**src/rtl/mem_access_sequencer_pkg.sv**
```systemverilog
// Shared types for the RAM access sequencer: FSM state encodings and requester grant codes.
package mem_access_sequencer_pkg;

   typedef enum logic [2:0] {
      ST_IDLE  = 3'd0,
      ST_ADDR  = 3'd1,
      ST_READ  = 3'd2,
      ST_WRITE = 3'd3,
      ST_ACK   = 3'd4
   } state_t;

   localparam logic GRANT_FETCH = 1'b0;
   localparam logic GRANT_DATA  = 1'b1;

   // Round-robin hand-off: after a win, priority moves to the other requester.
   function automatic logic other_side(input logic winner);
      return ~winner;
   endfunction

endpackage

```
**src/rtl/mem_access_sequencer_if.sv**
```systemverilog
// Requester handshakes plus shared-bus/MAR/RAM strobes around the sequencer.
interface mem_access_sequencer_if #(
   parameter int ADDR_W = 8,
   parameter int DATA_W = 16
);
   logic              FetchReq;
   logic [ADDR_W-1:0] FetchAddr;
   logic              FetchAck;
   logic              DataReq;
   logic              DataWe;
   logic [ADDR_W-1:0] DataAddr;
   logic [DATA_W-1:0] DataWData;
   logic              DataAck;
   logic [DATA_W-1:0] RdData;
   logic [DATA_W-1:0] BusIn;
   logic [DATA_W-1:0] BusOut;
   logic              BusDrive;
   logic              MarIn;
   logic              RamOut;
   logic              RamIn;
   logic              Busy;

   modport master (
      output FetchReq, FetchAddr, DataReq, DataWe, DataAddr, DataWData, BusIn,
      input  FetchAck, DataAck, RdData, BusOut, BusDrive, MarIn, RamOut, RamIn, Busy
   );

   modport slave (
      input  FetchReq, FetchAddr, DataReq, DataWe, DataAddr, DataWData, BusIn,
      output FetchAck, DataAck, RdData, BusOut, BusDrive, MarIn, RamOut, RamIn, Busy
   );
endinterface

```
**src/rtl/mem_access_sequencer_rr_arbiter2.sv**
```systemverilog
// Two-way round-robin arbiter: the pointer picks the winner only when both sides request.
module rr_arbiter2
   import mem_access_sequencer_pkg::*;
(
   input  logic       Clk,
   input  logic       Rst,
   input  logic [1:0] req,         // [GRANT_FETCH], [GRANT_DATA]
   input  logic       adv,
   input  logic       adv_winner,
   output logic       gnt,
   output logic       any
);
   logic ptr;

   always_ff @(posedge Clk or posedge Rst) begin
      if (Rst)      ptr <= GRANT_FETCH;
      else if (adv) ptr <= other_side(adv_winner);
   end

   assign any = |req;
   assign gnt = (req[GRANT_FETCH] && req[GRANT_DATA]) ? ptr : req[GRANT_DATA];
endmodule

```
**src/rtl/mem_access_sequencer.sv**
```systemverilog
// Sequences MAR load then RAM read/write on the shared bus for fetch and data requesters.
module mem_access_sequencer
   import mem_access_sequencer_pkg::*;
#(
   parameter int ADDR_W      = 8,
   parameter int DATA_W      = 16,
   parameter int WAIT_CYCLES = 1
) (
   input logic                   Clk,
   input logic                   Rst,
   mem_access_sequencer_if.slave sb
);
   localparam int               CNT_W    = $clog2(WAIT_CYCLES + 1);
   localparam logic [CNT_W-1:0] CNT_LAST = CNT_W'(WAIT_CYCLES - 1);

   typedef struct packed {
      logic              we;
      logic [ADDR_W-1:0] addr;
      logic [DATA_W-1:0] wdata;
   } xact_t;

   state_t            state, state_nx;
   xact_t             cur;
   logic              cur_gnt;
   logic [CNT_W-1:0]  wait_cnt;
   logic [DATA_W-1:0] rd_data;
   logic              arb_gnt, arb_any, rd_last;

   rr_arbiter2 u_arb (
      .Clk        (Clk),
      .Rst        (Rst),
      .req        ({sb.DataReq, sb.FetchReq}),
      .adv        (state == ST_ACK),
      .adv_winner (cur_gnt),
      .gnt        (arb_gnt),
      .any        (arb_any)
   );

   assign rd_last = (wait_cnt == CNT_LAST);

   always_ff @(posedge Clk or posedge Rst) begin
      if (Rst) state <= ST_IDLE;
      else     state <= state_nx;
   end

   always_comb begin
      state_nx = state;
      case (state)
         ST_IDLE:  if (arb_any) state_nx = ST_ADDR;
         ST_ADDR:  state_nx = cur.we ? ST_WRITE : ST_READ;
         ST_WRITE: state_nx = ST_ACK;
         ST_READ:  if (rd_last) state_nx = ST_ACK;
         ST_ACK:   state_nx = ST_IDLE;
         default:  state_nx = ST_IDLE;
      endcase
   end

   // Request fields are captured once at grant so requesters may drop or change them mid-flight.
   always_ff @(posedge Clk or posedge Rst) begin
      if (Rst) begin
         cur      <= '0;
         cur_gnt  <= GRANT_FETCH;
         wait_cnt <= '0;
         rd_data  <= '0;
      end else begin
         if (state == ST_IDLE && arb_any) begin
            cur_gnt <= arb_gnt;
            if (arb_gnt == GRANT_DATA)
               cur <= '{we: sb.DataWe, addr: sb.DataAddr, wdata: sb.DataWData};
            else
               cur <= '{we: 1'b0, addr: sb.FetchAddr, wdata: '0};
         end
         wait_cnt <= (state == ST_READ) ? wait_cnt + CNT_W'(1) : '0;
         if (state == ST_READ && rd_last) rd_data <= sb.BusIn;
      end
   end

   always_comb begin
      sb.BusDrive = 1'b0;
      sb.BusOut   = '0;
      sb.MarIn    = 1'b0;
      sb.RamIn    = 1'b0;
      sb.RamOut   = 1'b0;
      sb.FetchAck = 1'b0;
      sb.DataAck  = 1'b0;
      case (state)
         ST_ADDR: begin
            sb.BusDrive = 1'b1;
            sb.BusOut   = DATA_W'(cur.addr);
            sb.MarIn    = 1'b1;
         end
         ST_WRITE: begin
            sb.BusDrive = 1'b1;
            sb.BusOut   = cur.wdata;
            sb.RamIn    = 1'b1;
         end
         ST_READ: sb.RamOut = 1'b1;
         ST_ACK: begin
            sb.FetchAck = (cur_gnt == GRANT_FETCH);
            sb.DataAck  = (cur_gnt == GRANT_DATA);
         end
         default: ;
      endcase
   end

   assign sb.RdData = rd_data;
   assign sb.Busy   = (state != ST_IDLE);
endmodule

```
**src/flat_wrapper.sv**
```systemverilog
// flat-port wrapper written by rule: the top's interface ports become plain ports
module mem_access_sequencer_flat import mem_access_sequencer_pkg::*;
#(
   parameter int ADDR_W      = 8,
   parameter int DATA_W      = 16,
   parameter int WAIT_CYCLES = 1
)
  (Clk, Rst, sb_FetchReq, sb_FetchAddr, sb_DataReq, sb_DataWe, sb_DataAddr, sb_DataWData, sb_BusIn, sb_FetchAck, sb_DataAck, sb_RdData, sb_BusOut, sb_BusDrive, sb_MarIn, sb_RamOut, sb_RamIn, sb_Busy);
  mem_access_sequencer_if #(.ADDR_W(ADDR_W), .DATA_W(DATA_W)) sb_i ();
  input logic Clk;
  input logic Rst;
  input wire logic [$bits(sb_i.FetchReq)-1:0] sb_FetchReq;
  input wire logic [$bits(sb_i.FetchAddr)-1:0] sb_FetchAddr;
  input wire logic [$bits(sb_i.DataReq)-1:0] sb_DataReq;
  input wire logic [$bits(sb_i.DataWe)-1:0] sb_DataWe;
  input wire logic [$bits(sb_i.DataAddr)-1:0] sb_DataAddr;
  input wire logic [$bits(sb_i.DataWData)-1:0] sb_DataWData;
  input wire logic [$bits(sb_i.BusIn)-1:0] sb_BusIn;
  output wire logic [$bits(sb_i.FetchAck)-1:0] sb_FetchAck;
  output wire logic [$bits(sb_i.DataAck)-1:0] sb_DataAck;
  output wire logic [$bits(sb_i.RdData)-1:0] sb_RdData;
  output wire logic [$bits(sb_i.BusOut)-1:0] sb_BusOut;
  output wire logic [$bits(sb_i.BusDrive)-1:0] sb_BusDrive;
  output wire logic [$bits(sb_i.MarIn)-1:0] sb_MarIn;
  output wire logic [$bits(sb_i.RamOut)-1:0] sb_RamOut;
  output wire logic [$bits(sb_i.RamIn)-1:0] sb_RamIn;
  output wire logic [$bits(sb_i.Busy)-1:0] sb_Busy;
  assign sb_i.FetchReq = sb_FetchReq;
  assign sb_i.FetchAddr = sb_FetchAddr;
  assign sb_i.DataReq = sb_DataReq;
  assign sb_i.DataWe = sb_DataWe;
  assign sb_i.DataAddr = sb_DataAddr;
  assign sb_i.DataWData = sb_DataWData;
  assign sb_i.BusIn = sb_BusIn;
  assign sb_FetchAck = sb_i.FetchAck;
  assign sb_DataAck = sb_i.DataAck;
  assign sb_RdData = sb_i.RdData;
  assign sb_BusOut = sb_i.BusOut;
  assign sb_BusDrive = sb_i.BusDrive;
  assign sb_MarIn = sb_i.MarIn;
  assign sb_RamOut = sb_i.RamOut;
  assign sb_RamIn = sb_i.RamIn;
  assign sb_Busy = sb_i.Busy;
  mem_access_sequencer #(.ADDR_W(ADDR_W), .DATA_W(DATA_W), .WAIT_CYCLES(WAIT_CYCLES)) u_core (.Clk(Clk), .Rst(Rst), .sb(sb_i));
endmodule
```
**config.mk**
```make
export PLATFORM = sky130hd
export DESIGN_NAME = mem_access_sequencer_flat
export DESIGN_NICKNAME = d
export VERILOG_FILES = /design/src/rtl/mem_access_sequencer_pkg.sv /design/src/rtl/mem_access_sequencer_if.sv /design/src/rtl/mem_access_sequencer_rr_arbiter2.sv /design/src/rtl/mem_access_sequencer.sv /design/src/flat_wrapper.sv
export SDC_FILE = /design/constraint.sdc
export NUM_CORES = 1
export LEC_CHECK = 0
export ABC_CLOCK_PERIOD_IN_PS = 2600
export BUFFER_PORTS_ARGS = -buffer_cell sky130_fd_sc_hd__buf_2
export CAP_MARGIN = 0
export CORE_ASPECT_RATIO = 0.5
export CORE_MARGIN = 4
export CORE_UTILIZATION = 50
export DETAILED_ROUTE_END_ITERATION = 7
export GPL_TIMING_DRIVEN = 0
export HOLD_SLACK_MARGIN = 0.02
export PLACE_DENSITY_LB_ADDON = 0.25
export SLEW_MARGIN = 25
export SYNTH_ARGS = -nofsm -noshare
export SYNTH_HDL_FRONTEND = slang
export SYNTH_SLANG_ARGS = --single-unit
```
**constraint.sdc**
```tcl
create_clock -name Clk -period 2.6 [get_ports Clk]
set_clock_uncertainty 0.15 [all_clocks]
set_input_delay 0.26 -clock Clk [delete_from_list [all_inputs] [get_ports Clk]]
set_output_delay 0.26 -clock Clk [all_outputs]
set_load 0.005 [all_outputs]
```
## After elaboration in Yosys (flattened, before gate mapping)

Index checks and enable logic that the tools add are counted.

| operators by class | value |
|---|---|
| $add $sub $neg | 1 |
| eq/ne operators | 6 |
| muxes and demuxes | 14 |
| bitwise gates (word level) | 2 |
| reduce and logical (&&, ||, !) cells | 8 |

Operator list:

| kind | count |
|---|---|
| $pmux 16 s2 | 1 |
| $mux 25 | 1 |
| $pmux 3 s4 | 1 |
| $mux 1 | 9 |
| $eq 3x2->1 const B | 2 |
| $mux 3 | 2 |
| $reduce_or 2->1 | 2 |
| $eq 3x1->1 const B | 1 |
| $eq 3x3->1 const B | 1 |
| $logic_and 1x1->1 | 3 |
| $logic_not 3->1 | 1 |
| $reduce_bool 3->1 | 1 |
| $ne 2x1->1 const B | 1 |
| $ne 2x2->1 const B | 1 |
| $not 1->1 | 2 |
| $reduce_and 2->1 | 1 |
| $add 1x1->1 const B | 1 |

| word-level totals | value |
|---|---|
| flip-flop bits (word level) | 47 |
| bits of input ports | 53 |
| output and inout port bits | 39 |
| logic and storage cells | 39 |

## Longest topological paths before layout

Gate-level depths: netlist (run 1).

| depth | value |
|---|---|
| depth after elaboration | 3 |
| depth in mapped cells | 5 |
| depth with buffers taken out | 4 |

## By module

A second synthesis (run 1) with hierarchy kept.

| second synthesis, totals | value |
|---|---|
| cells, all modules | 193 |
| area, all modules | 2299.7 um^2 |

By module, submodules not included:

| module | instances | cells each | area each (um^2) | sequential area each (um^2) |
|---|---|---|---|---|
| mem_access_sequencer | 1 | 186 | 2244.7 | 1151.1 |
| rr_arbiter2 | 1 | 7 | 55.1 | 25.0 |

## Worst setup path before layout (run 1)

Ideal clock, no wire load.

| timing | value |
|---|---|
| kind | reg2reg |
| from | register u_core.state[2] |
| to | register u_core.rd_data[0], in the netlist u_core.sb.RdData[0] |
| setup time | 125 ps |
| arrival time | 1360 ps |
| data required time | 2325 ps |
| path slack | 965 ps |
| cell stages (with the launch flop) | 5 |
| buffers on the path | 1 |
| period minus slack after synthesis | 1635 ps |
| path through | dfrtp_1 nand2b_4 nor3_4 buf_6 mux2_2 |

| on the way | value |
|---|---|
| word-level cells in the longest chain between the ends | 2 |

RTL lines:

| element | line | RTL |
|---|---|---|
| from (decl) | mem_access_sequencer.sv:22 | `state_t state, state_nx;` |
| from (signal assigned) | mem_access_sequencer.sv:43 | `else state <= state_nx;` |
| $eq 3x2->1 | mem_access_sequencer.sv:74 | `if (state == ST_READ && rd_last) rd_data <= sb.BusIn;` |
| $logic_and 1x1->1 | mem_access_sequencer.sv:74 |  |
| to (signal assigned) | mem_access_sequencer.sv:74 |  |
| to (decl) | mem_access_sequencer.sv:26 | `logic [DATA_W-1:0] rd_data;` |

Every way passes these cells.
A chain may end at the register's enable or synchronous reset.

## Worst setup path after layout (run 1)

| timing | value |
|---|---|
| from | register u_core.state[0] |
| to | output port sb_BusOut[7] |

| on the way | value |
|---|---|
| word-level cells in the longest chain between the ends | 2 |
| elaborated cells between the ends (all ways) | 3 |
| those cells by class | 2 x eq/ne; 1 x mux |

RTL lines:

| element | line | RTL |
|---|---|---|
| $eq 3x2->1 or $eq 3x1->1 (tied branches) | mem_access_sequencer.sv:86 | `case (state)` |
| $pmux 16 s2 (*) | mem_access_sequencer.sv:86 |  |
| to (decl) | flat_wrapper.sv:22 | `output wire logic [$bits(sb_i.BusOut)-1:0] sb_BusOut;` |

Mark *: on every way between the ends. The rest lies on a longest branch, timed or not.

==> reports/results.ini, run 1 <==
[synthesis]
yosys_register_bits = 47
syn_avg_cell_area_um2 = 14.0
ys_warn_count = 0
syn-cell-area_mm2 = 0.00204
synth.net_count = 199
ys_types = 27
synthCells = 146
yosysSeqAreaShare_pct = 57.5

[sta]
drv_slew = 0
finalSetupTns_ns = 0
setup_viol = 0
max_freq_mhz = 433
rsz0062_at_grt = no
holdWs_ns = 0.0300
slew_headroom_pct = 55.7
fin_crit_sh_pct = 88.7
finalHoldViolCount = 0
fin_crit_ns = 2.31
worst_slew_pin_slew_ns = 0.661

[cts]
clk_path_buf_depth = 2
clk_pin_slew_ns = 0.08
cts-root-buf = clkbuf_8
cts_htree_levels = 2
ctsHoldBuffers = 1
cts_tree = yes
cts_sinks = 47
post_cts_buffers = 0
clock_latency_ns = 0.29
post_cts_resized = 0
numCtsBuffers = 5

[setup_path]
arrival_ns = 1.90
critPathCaptureType = output pin
cp_max_fo = 10
critPathLaunchType = flop
required_ns = 2.19
r2r_slack_ns = 0.79
critPathKind = flop to output pin

[finish]
syn_to_final_growth_pct = 34.6
final_nets = 302
antennaDiodeCount = 0
drive_gt1_share_pct = 63.2
stdcell_count = 304
n_fill_cell = 296

[placed_design]
gp_congestion = 0.814
io_buffers = 91
hpwl_mm = 3.58
dpl.cell_count = 292

[global_route]
grt_util_all_layers_pct = 18.5
antenna_found_initial = 0
grt_pass1_wl_mm = 7.43
grt_max_degree = 25
grt_pass1_vias = 1594
grt_overflow = 0

[floorplanning]
start_util_pct = 52.1
boundaryPins = 92
die_x_um = 98.4
rows = 16
die_y_um = 53.2
dieArea_mm2 = 0.00524
core_area_mm2 = 0.00392

[run_status]
status = finished, final reports clean

[power_and_ir_drop]
power.leakage_nw = 1.38
power_mw = 3.11
irDropWorstVdd_uv = 599
power_density_mw_per_mm2 = 1130

[routing]
drt-wirelength-per-cell_um = 15.3
wirelength_mm = 4.65
drt_iter0_markers = 71
vias = 1594
dr.pass1.iters = 4
viasPerCell = 5.24
postRouteAntennaNets = 0
drc_errors = 0

[worst_hold_path]
min_path_type = input port to flop

[run]
max-cap-violations = 0

## cell families (layout without fill, tap and decap cells)
| logic type | count (synthesis) | count (layout) | share of synthesized area, % |
|---|---|---|---|
| AO/OA/AOI/OAI | 39 | 39 | 18.2 |
| buffers and inverters | 11 | 115 | 3.73 |
| flip-flops | 47 | 47 | 57.5 |
| multiplexers | 16 | 16 | 8.81 |
| AND/OR/NAND/NOR | 33 | 33 | 11.7 |
## synthesized netlist by cell type
cell       number  area (um2)
o21ai_2         1        8.76
dfrtp_1        47        1180
o221a_2         8        90.1
nor3_4          1        16.3
nor3_2          2        20.0
nand2b_1        1        6.26
a22o_1          8        70.1
a21oi_1         1        5.00
buf_4           2        15.0
a21o_1          2        15.0
nand4b_1        8        70.1
and3_2          1        7.51
nand3_2         1        10.0
inv_1           4        15.0
nor2_1          7        26.3
mux2_2         16         180
o21ai_0         1        5.00
clkbuf_8        1        13.8
nor2_2          1        6.26
buf_2           2        10.0
nand2_1         1        3.75
a22o_2         17         170
a2111oi_0       1        8.76
buf_6           2        22.5
or3b_2          1        8.76
nand2b_4        1        13.8
and2_1          8        50.1
## final cells by class
cell class              count  area, um2  area share, %
clock inverters             2       35.0           1.27
clock buffers               6       82.6           3.00
plain buffers               7       61.3           2.23
inverters                   4       15.0          0.545
flip-flops and latches     47       1180           42.7
well taps                  54       67.6           2.45
repair buffers             96        523           19.0
multi-input cells          88        792           28.8
## metal layers
| layer | up-vias | GRT usage (%) | wire (um) |
|---|---|---|---|
| met5 | - | 0 | 0 |
| met4 | 0 | 4.08 | 27 |
| met3 | 5 | 5.79 | 288 |
| met2 | 44 | 30.3 | 2280 |
| met1 | 781 | 24.5 | 2060 |
| li1 | 764 | - | - |
## power by group
part	total, mW	leakage [nW]	switching, mW	internal (mW)
Clock	0.543	0.0612	0.232	0.311
Combinational	1.30	0.747	0.559	0.746
Sequential	1.27	0.572	0.208	1.06
Total	3.11	1.38	0.998	2.12
## cells in the final DEF, fill, tap and decap left out, types with 3 or more instances in the layout
cell type and instances:
nor2_1 7, dlygate4sd3_1 4, a22o_2 17, o221a_2 8, nand4b_1 8, clkbuf_8 7
a22o_1 8, inv_1 3, buf_2 93, mux2_2 16, dfrtp_1 47, and2_1 8
## registers in the layout, summed over array words and instances (netlist names)
| register | flops |
|---|---|
| u_core.cur | 25 |
| u_core.sb.RdData | 16 |
| u_core.state | 3 |
| u_core.cur_gnt | 1 |
| u_core.u_arb.ptr | 1 |
| u_core.wait_cnt | 1 |
## per-stage QoR
stage	area [um2]	worst slack, ns	utilization [%]
finish	2750	0.293	70.2
global route	2750	0.0946	70.2
CTS	2720	0.289	69.4
global placement	2570	0.534	65.4
floorplan	2040	0.965	-
detailed placement	2590	0.643	66.1
## critical path, stage by stage, from the launching register on
cell and delay (ns):
dfrtp_1 0.48, inv_1 0.16, nor2_1 0.46, buf_4 0.26
a22o_1 0.14, buf_2 0.11
## path summary, 6_finish.rpt
check                                       startpoint                               to  depth (start not counted)
max                        u_core.state[0]$_DFFE_PP0P_                     sb_BusOut[7]                          5
min                                    sb_DataWData[1]        u_core.cur[1]$_DFFE_PP0P_                          2
max reg2reg                u_core.state[2]$_DFFE_PP0P_  u_core.sb.RdData[0]$_DFFE_PP0P_                          4
min reg2reg                  u_core.cur[9]$_DFFE_PP0P_        u_core.cur[9]$_DFFE_PP0P_                          1
max in group asynchronous                          Rst       u_core.cur[15]$_DFFE_PP0P_                          4
min in group asynchronous                          Rst  u_core.sb.RdData[3]$_DFFE_PP0P_                          3
Note: power is estimated with default switching activity, not from simulation.
==> inputs of run 2 (changes only) <==
CORE_UTILIZATION = 40   (was 50)
CTS_BUF_LIST = sky130_fd_sc_hd__clkbuf_4 sky130_fd_sc_hd__clkbuf_8   (was default)
==> run 2 against run 1 <==
Combinational power about the same. Worst setup slack better by 0.027 ns. First-iteration DRC count down 30%. Design area down 0.27%. Worst hold slack better by 0.0034 ns. Clock power up 0.9%. Flip-flop and latch count unchanged. Highest routed layer unchanged.
==> reports/results.ini, run 2 (same netlist as run 1, synthesis figures left out) <==
[setup_path]
setup.worst_path.end = sb_BusOut[7]
crit_start = u_core.state[2]$_DFFE_PP0P_
r2r_cells = 4  ; unchanged
critPathKind = flop to output pin
r2r_slack_ns = 0.78  ; about the same
arrival_ns = 1.87  ; -0.03 ns
cp_max_fo = 10  ; unchanged
r2r_start = u_core.state[2]$_DFFE_PP0P_
critPathLaunchType = flop
required_ns = 2.19  ; about the same
reg2reg_to = u_core.sb.RdData[3]$_DFFE_PP0P_
critPathCaptureType = output pin

[run_status]
status = finished, final reports clean

[routing]
drc_errors = 0  ; unchanged
routed.top_layer = met4
drt-wirelength-per-cell_um = 14.5  ; -5.4%
wl_met2_mm = 2.32  ; +1.8%
drt_iter0_markers = 50  ; -30%
vias = 1578  ; -1.0%
wirelength_mm = 4.61  ; -1.0%
postRouteAntennaNets = 0  ; unchanged
dr.pass1.iters = 4  ; unchanged
viasPerCell = 4.96  ; -5.4%
wl_met1_mm = 2.00  ; -3.1%
met3_length_um = 273  ; -5.2%

[finish]
drive_gt1_share_pct = 63.7  ; +0.51 points
layout.cells.most_common_list = 93 x buf_2, 47 x dfrtp_1, 17 x a22o_2
regMostFlops = u_core.cur
n_fill_cell = 442  ; +49%
antennaDiodeCount = 0  ; unchanged
layout.area.seq_mm2 = 0.00118  ; unchanged
largest_reg_flops = 25  ; unchanged
final_nets = 300  ; -0.66%
layout_commonest_cell = buf_2
syn_to_final_growth_pct = 34.3
multi_input_comb_area_um2 = 792  ; unchanged

[floorplanning]
boundaryPins = 92  ; unchanged
die_y_um = 58.6  ; +10%
die_x_um = 109  ; +11%
core_area_mm2 = 0.00493  ; +26%
dieArea_mm2 = 0.00639  ; +22%
rows = 18  ; +2
start_util_pct = 41.5  ; -11 points

[global_route]
grt_overflow = 0  ; unchanged
grt_pass1_vias = 1631  ; +2.3%
grt_max_degree = 33  ; +32%
grt_pass1_wl_mm = 7.69  ; +3.4%
grt_util_all_layers_pct = 15.2  ; -3.3 points
antenna_found_initial = 0  ; unchanged

[cts]
clock_latency_ns = 0.29  ; about the same
clk_path_buf_depth = 2  ; unchanged
cts_htree_levels = 2  ; unchanged
numCtsBuffers = 5  ; unchanged
cts_tree = yes
cts-root-buf = clkbuf_8
post_cts_resized = 0  ; unchanged
clk_pin_slew_ns = 0.09  ; about the same
cts_sinks = 47  ; unchanged

[sta]
max_freq_mhz = 439  ; +1.2%
setup_viol = 0  ; unchanged
holdWs_ns = 0.0334  ; +0.00342 ns
finalHoldViolCount = 0  ; unchanged
fin_crit_sh_pct = 87.7  ; -1.1 points
worst_slew_pin_slew_ns = 0.642  ; -0.0184 ns
drv_slew = 0  ; unchanged
rsz0062_at_grt = no
fin_crit_ns = 2.28  ; -0.0273 ns
slew_headroom_pct = 57.0  ; +1.2 points
finalSetupTns_ns = 0  ; unchanged

[run]
max-cap-violations = 0  ; unchanged

[worst_hold_path]
min_path_type = input port to flop

[power_and_ir_drop]
power.net_switching_mw = 0.993  ; -0.51%
irDropWorstVdd_uv = 429  ; -28%
power_mw = 3.11  ; -0.28%
p_seq_share_pct = 40.6  ; about the same
p_int_mw = 2.11  ; -0.18%
power_density_mw_per_mm2 = 1130  ; about the same
p_sw_share_pct = 32.0  ; -0.073 points
power.leakage_nw = 1.37  ; -0.84%
clock_power_share_pct = 17.6  ; +0.2 points
p_comb_share_pct = 41.8  ; about the same

[placed_design]
io_buffers = 91  ; unchanged
hpwl_mm = 3.57  ; about the same
gp_congestion = 0.701  ; -14%

## run 2: changes by cell type in the layout (fill, tap and decap cells not counted), sizes merged
cell / delta
dlygate4sd3: -2
## run 2: what timing repair did
item                                   in CTS  in global routing
hold buffers                                1                  1
setup buffers                               0                  0
endpoints found under the hold margin      15                  1
## run 2: metal layers
layer,up-vias,track usage [%]
li1,757,-
met1,784,20.2
met2,35,25.8
met3,2,4.38
met4,0,1.80
met5,-,0
## run 2: area by class of cell
type	count	share of cell area (%)
flip-flops and latches	47	42.8
well taps	70	3.19
clock inverters	2	1.28
repair buffers	94	18.0
clock buffers	6	3.01
plain buffers	7	2.23
multi-input cells	88	28.9
inverters	4	0.547
## run 2: how the worst min path moves through the flow
| stage | start | to | slack [ns] | cells past startpoint |
|---|---|---|---|---|
| floorplan | sb_DataWData[0] | u_core.cur[0]$_DFFE_PP0P_ | 0.25 | 1 |
| global placement | u_core.u_arb.ptr$_DFFE_PP0N_ | u_core.u_arb.ptr$_DFFE_PP0N_ | 0.33 | 1 |
| detailed placement | Rst | u_core.sb.RdData[4]$_DFFE_PP0P_ | 0.10 | 2 |
| CTS | sb_DataWData[2] | u_core.cur[2]$_DFFE_PP0P_ | 0.02 | 2 |
| global route | sb_DataWData[2] | u_core.cur[2]$_DFFE_PP0P_ | 0.02 | 2 |
| finish | sb_DataWData[12] | u_core.cur[12]$_DFFE_PP0P_ | 0.03 | 2 |
## run 2: critical path: stages (launching register included)
cell	delay, ns
dfrtp_1	0.45
nand2b_4	0.19
nor2_1	0.42
buf_4	0.25
a22o_1	0.14
buf_2	0.12
## run 2: metrics by stage
| step | setup slack (ns) | instance area (um2) | std cells | util (%) |
|---|---|---|---|---|
| finish | 0.320 | 2750 | 318 | 55.7 |
| global route | 0.123 | 2750 | 318 | 55.7 |
| CTS | 0.315 | 2740 | 317 | 55.5 |
| detailed placement | 0.642 | 2610 | 308 | 52.9 |
| global placement | 0.521 | 2590 | 307 | 52.5 |
| floorplan | 0.965 | 2040 | 146 | - |
## run 2: power by group through the flow
stage	sequential (mW)	clock, mW	combinational, mW
final	1.26	0.548	1.30
after global routing	1.31	0.598	1.44
after CTS	1.26	0.565	1.32
after detailed placement	1.28	0	1.32
after global placement	1.26	0	1.27
after floorplan	1.24	0	0.875
